File: src/rtl/sevenseg_pkg.sv
// Shared types and helpers for the multiplexed seven-segment scan controller.
// Code layout: [6] blank, [5] dp, [4] dash, [3:0] hex nibble.
package sevenseg_pkg;

    typedef struct packed {
        logic       blank;
        logic       dp;
        logic       dash;
        logic [3:0] hex;
    } seg_code_t;

    localparam logic [6:0] BLANK_CODE = 7'b100_0000;

    function automatic logic nib_is_zero(input logic [3:0] nib);
        return nib == 4'h0;
    endfunction

endpackage

File: src/rtl/scan_prescaler.sv
// Free-running slot prescaler: counts 0..DIV-1 and flags the last count.
module scan_prescaler #(
    parameter int DIV = 100000
) (
    input  logic clk,
    input  logic rst,
    output logic tick
);

    localparam int PW = (DIV > 1) ? $clog2(DIV) : 1;

    logic [PW-1:0] presc;

    assign tick = (presc == PW'(DIV - 1));

    always_ff @(posedge clk or posedge rst) begin
        if (rst) begin
            presc <= '0;
        end else if (tick) begin
            presc <= '0;
        end else begin
            presc <= presc + PW'(1);
        end
    end

endmodule

File: src/rtl/sevenseg_scan_ctrl.sv
// Frame-synchronous seven-segment scan controller with a one-deep pending load.
// Loads commit only at frame boundaries so a frame never mixes old and new digits.
module sevenseg_scan_ctrl
    import sevenseg_pkg::*;
#(
    parameter int NDIGITS = 8,
    parameter int DIV     = 100000
) (
    input  logic                   clk,
    input  logic                   rst,
    input  logic                   in_valid,
    output logic                   in_ready,
    input  logic [4*NDIGITS-1:0]   in_value,
    input  logic [NDIGITS-1:0]     in_dp,
    input  logic                   in_dash,
    input  logic                   lzb_en,
    input  logic                   disp_en,
    output logic [6:0]             seg_data,
    output logic [NDIGITS-1:0]     an_n,
    output logic                   frame_tick
);

    localparam int IW = $clog2(NDIGITS);

    logic                 tick;
    logic [IW-1:0]        idx;
    logic [IW-1:0]        idx_nxt;
    logic                 boundary;
    logic                 accept;
    logic                 commit;

    logic                 pend_vld;
    logic [4*NDIGITS-1:0] pend_value;
    logic [NDIGITS-1:0]   pend_dp;
    logic                 pend_dash;

    logic [4*NDIGITS-1:0] disp_value;
    logic [NDIGITS-1:0]   disp_dp;
    logic                 disp_dash;
    logic [4*NDIGITS-1:0] disp_value_nxt;
    logic [NDIGITS-1:0]   disp_dp_nxt;
    logic                 disp_dash_nxt;

    logic [3:0]           nib;
    logic                 dp_bit;
    logic                 upper_zero;
    logic                 blank;
    seg_code_t            code;

    scan_prescaler #(.DIV(DIV)) u_presc (
        .clk  (clk),
        .rst  (rst),
        .tick (tick)
    );

    assign in_ready = ~pend_vld;
    assign accept   = in_valid & in_ready;
    assign boundary = tick & (idx == IW'(NDIGITS - 1));
    assign commit   = boundary & pend_vld;

    always_comb begin
        idx_nxt = idx;
        if (tick) begin
            idx_nxt = (idx == IW'(NDIGITS - 1)) ? '0 : idx + IW'(1);
        end
    end

    always_comb begin
        disp_value_nxt = disp_value;
        disp_dp_nxt    = disp_dp;
        disp_dash_nxt  = disp_dash;
        if (commit) begin
            disp_value_nxt = pend_value;
            disp_dp_nxt    = pend_dp;
            disp_dash_nxt  = pend_dash;
        end
    end

    // Code is built from post-edge index and display so a new frame starts clean
    always_comb begin
        nib        = 4'h0;
        dp_bit     = 1'b0;
        upper_zero = 1'b1;
        for (int j = 0; j < NDIGITS; j++) begin
            if (IW'(j) == idx_nxt) begin
                nib    = disp_value_nxt[j*4 +: 4];
                dp_bit = disp_dp_nxt[j];
            end
            if (IW'(j) >= idx_nxt && !nib_is_zero(disp_value_nxt[j*4 +: 4])) begin
                upper_zero = 1'b0;
            end
        end
        blank = ~disp_en
              | (lzb_en & (idx_nxt != '0) & upper_zero & ~disp_dash_nxt & ~dp_bit);
        code = '0;
        if (blank) begin
            code.blank = 1'b1;
        end else if (disp_dash_nxt) begin
            code.dash = 1'b1;
        end else begin
            code.hex = nib;
            code.dp  = dp_bit;
        end
    end

    always_ff @(posedge clk or posedge rst) begin
        if (rst) begin
            idx        <= '0;
            pend_vld   <= 1'b0;
            pend_value <= '0;
            pend_dp    <= '0;
            pend_dash  <= 1'b0;
            disp_value <= '0;
            disp_dp    <= '0;
            disp_dash  <= 1'b0;
            seg_data   <= BLANK_CODE;
            an_n       <= '1;
            frame_tick <= 1'b0;
        end else begin
            idx        <= idx_nxt;
            disp_value <= disp_value_nxt;
            disp_dp    <= disp_dp_nxt;
            disp_dash  <= disp_dash_nxt;
            frame_tick <= boundary;
            if (commit) begin
                pend_vld <= 1'b0;
            end else if (accept) begin
                pend_vld   <= 1'b1;
                pend_value <= in_value;
                pend_dp    <= in_dp;
                pend_dash  <= in_dash;
            end
            if (tick) begin
                seg_data <= code;
                an_n     <= disp_en ? ~(NDIGITS'(1) << idx_nxt) : '1;
            end
        end
    end

endmodule

File: config.mk
export PLATFORM = sky130hd
export DESIGN_NAME = sevenseg_scan_ctrl
export DESIGN_NICKNAME = d
export VERILOG_FILES = /design/src/rtl/sevenseg_pkg.sv /design/src/rtl/scan_prescaler.sv /design/src/rtl/sevenseg_scan_ctrl.sv
export SDC_FILE = /design/constraint.sdc
export NUM_CORES = 1
export LEC_CHECK = 0
export ABC_AREA = 0
export CAP_MARGIN = 20
export CORE_AREA = 3 3 94 113
export CTS_BUF_LIST = sky130_fd_sc_hd__clkbuf_2 sky130_fd_sc_hd__clkbuf_4 sky130_fd_sc_hd__clkbuf_8
export DETAILED_ROUTE_END_ITERATION = 16
export DIE_AREA = 0 0 97 116
export PLACE_DENSITY = 0.87
export SYNTH_ARGS = -nofsm -noshare
export SYNTH_HDL_FRONTEND = slang
export SYNTH_SLANG_ARGS = --single-unit
File: constraint.sdc
create_clock -name clk -period 4.3 [get_ports clk]
set_input_delay 0.43 -clock clk [delete_from_list [all_inputs] [get_ports clk]]
set_output_delay 0.43 -clock clk [all_outputs]
set_load 0.02 [all_outputs]
# Word level (Yosys, flattened, before mapping)

Index checks and enable logic that the tools add are counted.

Add/sub/neg operators: 2
Magnitude comparators: 8
Eq/ne operators: 9
Shift-type cells: 1
Muxes and demuxes: 38
Bitwise logic cells: 14
Reduce and logical (&&, ||, !) cells: 28

Operator list:

| operator                                                         | count |
|---|---|
| 2-to-1 mux 4 bit                                                 | 9 |
| zero test 4 bit                                                  | 8 |
| 2-to-1 mux 32 bit                                                | 1 |
| 2-to-1 mux 1 bit                                                 | 22 |
| adder 17 x 1 -> 17 bit, second input constant                    | 1 |
| equality test 17 bit, second input constant                      | 1 |
| 2-to-1 mux 17 bit                                                | 1 |
| 2-to-1 mux 8 bit                                                 | 2 |
| equality test 3 bit, first input constant                        | 4 |
| greater-or-equal comparator 3 bit, first input constant          | 4 |
| logical AND 1 bit                                                | 8 |
| zero test 1 bit                                                  | 8 |
| NOT 8 bit                                                        | 1 |
| left shift 1 x 3 -> 8 bit, first input constant                  | 1 |
| bitwise AND 1 bit                                                | 7 |
| equality test 2 x 3 -> 1 bit, first input constant               | 2 |
| greater-or-equal comparator 1 x 3 -> 1 bit, first input constant | 2 |
| greater-or-equal comparator 2 x 3 -> 1 bit, first input constant | 2 |
| 2-to-1 mux 3 bit                                                 | 2 |
| 2-to-1 mux 6 bit                                                 | 1 |
| NOT 1 bit                                                        | 5 |
| adder 3 x 1 -> 3 bit, second input constant                      | 1 |
| equality test 1 x 3 -> 1 bit, first input constant               | 1 |
| equality test 3 bit, second input constant                       | 1 |
| 5 further kinds                                                  | 5 |

Register bits: 119
Input bits: 46
Output and inout port bits: 17
Logic and storage cells: 112

# Longest topological paths before layout

Depth in word-level cells: 20
Depth in mapped cells: 12
Depth with buffers taken out: 10

# Hierarchy

From an unflattened synthesis, not the netlist that was laid out.

Cell total of the unflattened synthesis: 455
Area total of the unflattened synthesis: 5,475.3 µm²

By module, submodules not included:

| module             | times used | cells each | area an instance (µm²) | seq. area each (µm²) |
|---|---|---|---|---|
| sevenseg_scan_ctrl | 1          | 380        | 4,649.5                | 2,563.7 |
| scan_prescaler     | 1          | 75         | 825.8                  | 425.4 |

# Worst setup path after synthesis

No wires, ideal clock.

Kind: flip-flop to flip-flop
Start: register u_presc.presc[12]
End: register seg_data[1]
Setup time: 0.076 ns
Arrival: 3.099 ns
Required time: 4.224 ns
Path slack: 1.124 ns
Cell stages (with the launch flop): 10
Path buffers: 0
Period minus slack after synthesis: 3.176 ns
Path through: dfrtp_1 -> or4b_4 -> nor4_4 -> mux2i_2 -> inv_2 -> and2_1 -> o32a_1 -> a41o_1 -> or2_1 -> o21ai_1

Cells in the longest elaborated chain, start to end: 20
Elaborated cells between the ends (all ways): 81
Those cells by class: order compare: 8; eq/ne: 8; mux: 30; bitwise: 9; reduce/logical: 26

RTL lines:

| what                           | line                      | text |
|---|---|---|
| start, declared                | scan_prescaler.sv:12      | `logic [PW-1:0] presc;` |
| start signal, assigned         | scan_prescaler.sv:22      | `presc <= presc + PW'(1);` |
| equality test 17 bit *         | scan_prescaler.sv:14      | `assign tick = (presc == PW'(DIV - 1));` |
| bitwise AND 1 bit              | sevenseg_scan_ctrl.sv:58  | `assign boundary = tick & (idx == IW'(NDIGITS - 1));` |
| bitwise AND 1 bit              | sevenseg_scan_ctrl.sv:59  | `assign commit = boundary & pend_vld;` |
| 2-to-1 mux 32 bit              | sevenseg_scan_ctrl.sv:72  | `if (commit) begin` |
| zero test 4 bit                | sevenseg_pkg.sv:15        | `return nib == 4'h0;` |
| zero test 1 bit                | sevenseg_scan_ctrl.sv:89  | `if (IW'(j) >= idx_nxt && !nib_is_zero(disp_value_nxt[j*4 +: 4])) begin` |
| logical AND 1 bit              | sevenseg_scan_ctrl.sv:89  |  |
| 2-to-1 mux 1 bit (8 in a row)  | sevenseg_scan_ctrl.sv:89  |  |
| bitwise AND 1 bit (3 in a row) | sevenseg_scan_ctrl.sv:94  | `\| (lzb_en & (idx_nxt != '0) & upper_zero & ~disp_dash_nxt & ~dp_bit);` |
| OR 1 bit                       | sevenseg_scan_ctrl.sv:94  |  |
| 2-to-1 mux 6 bit               | sevenseg_scan_ctrl.sv:96  | `if (blank) begin` |
| end signal, assigned           | sevenseg_scan_ctrl.sv:134 | `seg_data <= code;` |
| end, declared                  | sevenseg_scan_ctrl.sv:18  | `output logic [6:0] seg_data,` |

Mark *: on every way between the ends. The rest lies on a longest branch, timed or not.
A chain may end at the register's enable or synchronous reset.

# Final worst setup path

Start: register u_presc.presc[12]
End: register seg_data[3]

The elaborated chain is that of the path after synthesis.

==> summary.txt <==
Slew headroom: 56.20%
Post-CTS sizing: 0
Fillers: 647
Compound-Gate Fraction of Synth Area: 6.236%
Synth Register Bits: 119
Fin crit period: 3.642 ns
CTS buffer count: 17
Final Worst Setup Slack: 0.6579 ns
EDFF count, synth: 0
Crit path kind: reg -> reg
CTS tree: yes
Worst-margin pin slew: 0.6570 ns
Largest area contributor in the synthesized netlist: dfrtp_1
PortBufs: 62
Pwr per Cell Area: 355.7 mW/mm²
Sequential share of the synthesized area: 54.17%
Top_reg_cell synth: dfrtp_1
Maxcap violations: 0
NetSw: 0.5047 mW
Clk buf depth: 2
Net Count, Synth: 526
Vias: 4090
Mapped Cells: 477
Fin Hold WS: 0.3634 ns
Crit path largest cell delay: 0.59 ns
Worst hold path class: in -> async
Mux share of post-synthesis cell area: 19.77%
Placer Congestion: 0.9719
Final Core Density: 70.39%
Hold Fails Final Rpt: 0
Final WL: 12.79 mm
Worst-path cell chain: or4b_4 -> nor4_4 -> buf_4 -> mux2_2 -> a2111oi_0 -> a211o_1 -> a41o_1 -> or2_1 -> o21ai_1
# rows: 39
Synthesized cell area: 0.005518 mm²
H-tree levels: 4
Crit. End Element: flop
Worst-path maximum fanout: 32
Synth Area in XOR/XNOR: 2.222%
Met3 WL: 736 µm
Synth Area in Adders: 0.6803%
Die ar.: 0.01125 mm²
Fmax: 274.6 MHz
Worst Clk Skew: 0.007964 ns
Sw Ratio: 20.97%
CTS Sinks: 119
Number of diodes: 0
Setup Viol. Count Final: 0
Sequential Power Share: 50.1%
Grt ovf: 0
Clock network power share: 44.9%
DRT iter0 DRCs: 321
Largest family of logic cells by synthesized area: multiplexers
DP Worst Slack: 0.7686 ns
Worst-path clk slew: 0.06 ns
List of most frequent post-synthesis cells: 110 x dfrtp_1, 73 x mux2_2, 67 x nand2_1
Top cells by area, synth: dfrtp_1 50%, mux2_2 15%, nand2_1 4.6%
RSZ-0062 raised after global routing: false
Ys Warns: 0
Initial Util: 57.40%
CORE AREA: 0.009613 mm²
Peak supply drop: 272.8 µV
Area grow syn2layout: 22.63%
Wire length on met1: 5.166 mm
Die Y-Extent: 116 µm
DPL Wire Length: 8.847 mm
Largest net degree at the start of global routing: 92
Post-CTS Hold Fix Bufs: 0
Outcome: finished, final reports clean
Placed cell count: 649
Fin crit share: 84.70%
CP startpoint: u_presc.presc[12]
Clock Tree Root: clkbuf_8
Postcts setup bufs: 0
Share of layout cells above drive strength 1: 24.11%
Pleak: 3.194 nW
CP Launch Type: flop
Count of nets after finishing: 596
Netlist cell types: 54
First-pass GRT wire length: 20.90 mm
Required time worst endpoint: 4.61 ns
Met2 wire length: 6.410 mm
Global-route usage over all layers: 23.69%
Die Width: 97 µm
Slew Viols, Final: 0
Crit-path slowest cell: or4b_4
TritonRoute pass-1 iters: 5
Combinational fraction of design power: 5.0%
Initial antenna violation count: 0
DR DRC count: 0
Reg2Reg Launch Point: u_presc.presc[12]
Clock latency on the worst-skew pair: 0.43 ns
Final ANT Viol Nets: 0
DR WL/cell: 18.72 µm
Arrival time at the worst endpoint: 3.95 ns
Finished Layout Cells: 683
Vias in the first global route: 4257
Setup tns final: 0 ns
Via density: 5.988
Post-Synth Simple-Gate Area: 14.94%
Top cell type's share of synthesized area: 49.89%
Most frequent cell after synthesis: dfrtp_1
Internal: 1.902 mW
Average size of a mapped cell: 11.57 µm²
Num ports: 63
Top sig layer: met4
Async S/R FF share, synth: 100.0%
[state kept, by name, indices dropped and copies added (netlist names)]
name,count
disp_value,32
pend_value,32
u_presc.presc,17
an_n,8
disp_dp,8
pend_dp,8
seg_data,7
idx,3
disp_dash,1
frame_tick,1
pend_dash,1
pend_vld,1
[worst paths after layout]
path                                          to  slack, ns  cells past startpoint
worst max-delay path                 seg_data[3]       0.66                      9
worst min-delay path            u_presc.presc[2]       0.36                      2
worst max register to register       seg_data[3]       0.66                      9
worst min register to register     disp_value[2]       0.49                      2
max in group asynchronous            seg_data[3]       3.08                      4
min in group clk                   disp_value[2]       0.49                      2
[critical path, delay by kind of cell, from the launching register on]
kind | cells | cell delay [ns]
compound gates | 4 | 1.12
buf+inv | 1 | 0.40
flops | 1 | 0.44
mux | 1 | 0.41
simple gates | 3 | 1.15
[cells in the final DEF, fill, tap and decap left out, types with 6 or more instances in the layout]
cell | Yosys | final
a211oi_1 | 7 | 7
a21oi_1 | 9 | 9
buf_4 | 1 | 9
clkbuf_8 | 0 | 22
clkdlybuf4s50_1 | 0 | 62
dfrtp_1 | 110 | 110
dfstp_2 | 9 | 9
mux2_2 | 73 | 73
mux2i_1 | 21 | 21
nand2_1 | 67 | 67
nand3_1 | 15 | 15
nand4_1 | 8 | 8
nor2_1 | 34 | 34
nor4_1 | 8 | 8
or4_1 | 6 | 6
xnor2_1 | 6 | 6
xor2_1 | 8 | 8
[per-layer routing]
layer / up-vias / track usage, %
li1: 1854 / -
met1: 2016 / 28.66
met2: 178 / 40.10
met3: 42 / 6.081
met4: 0 / 11.24
met5: - / 0
[metrics by stage]
stage	total power [mW]	cell area, µm²
6_report	2.407	6766
5_1_grt	2.495	6766
4_1_cts	2.419	6719
3_5_place_dp	1.342	6284
3_3_place_gp	1.335	6284
2_1_floorplan	1.270	5518
[cell type report]
class	count	area, µm²	area share [%]
well taps	123	153.9	2.274
repair buffers	73	735.7	10.87
multi-input cells	330	2427	35.87
inverters	6	25.02	0.3698
clock buffers	24	317.8	4.697
clock inverters	8	117.6	1.738
flip-flops and latches	119	2989	44.18
[power by group through the flow]
stage | combinational (mW) | clock, mW | sequential, mW
2_1_floorplan | 0.0629 | 0 | 1.21
3_3_place_gp | 0.114 | 0 | 1.22
3_5_place_dp | 0.118 | 0 | 1.22
4_1_cts | 0.118 | 1.10 | 1.20
5_1_grt | 0.132 | 1.15 | 1.21
6_report | 0.119 | 1.08 | 1.21
[cell families after synthesis]
group	count (synthesis)
flops	119
fa+ha+maj	3
buf+inv	28
xor+xnor	14
mux	97
simple gates	166
compound gates	50
No activity file was read; power rests on OpenSTA's default activity.
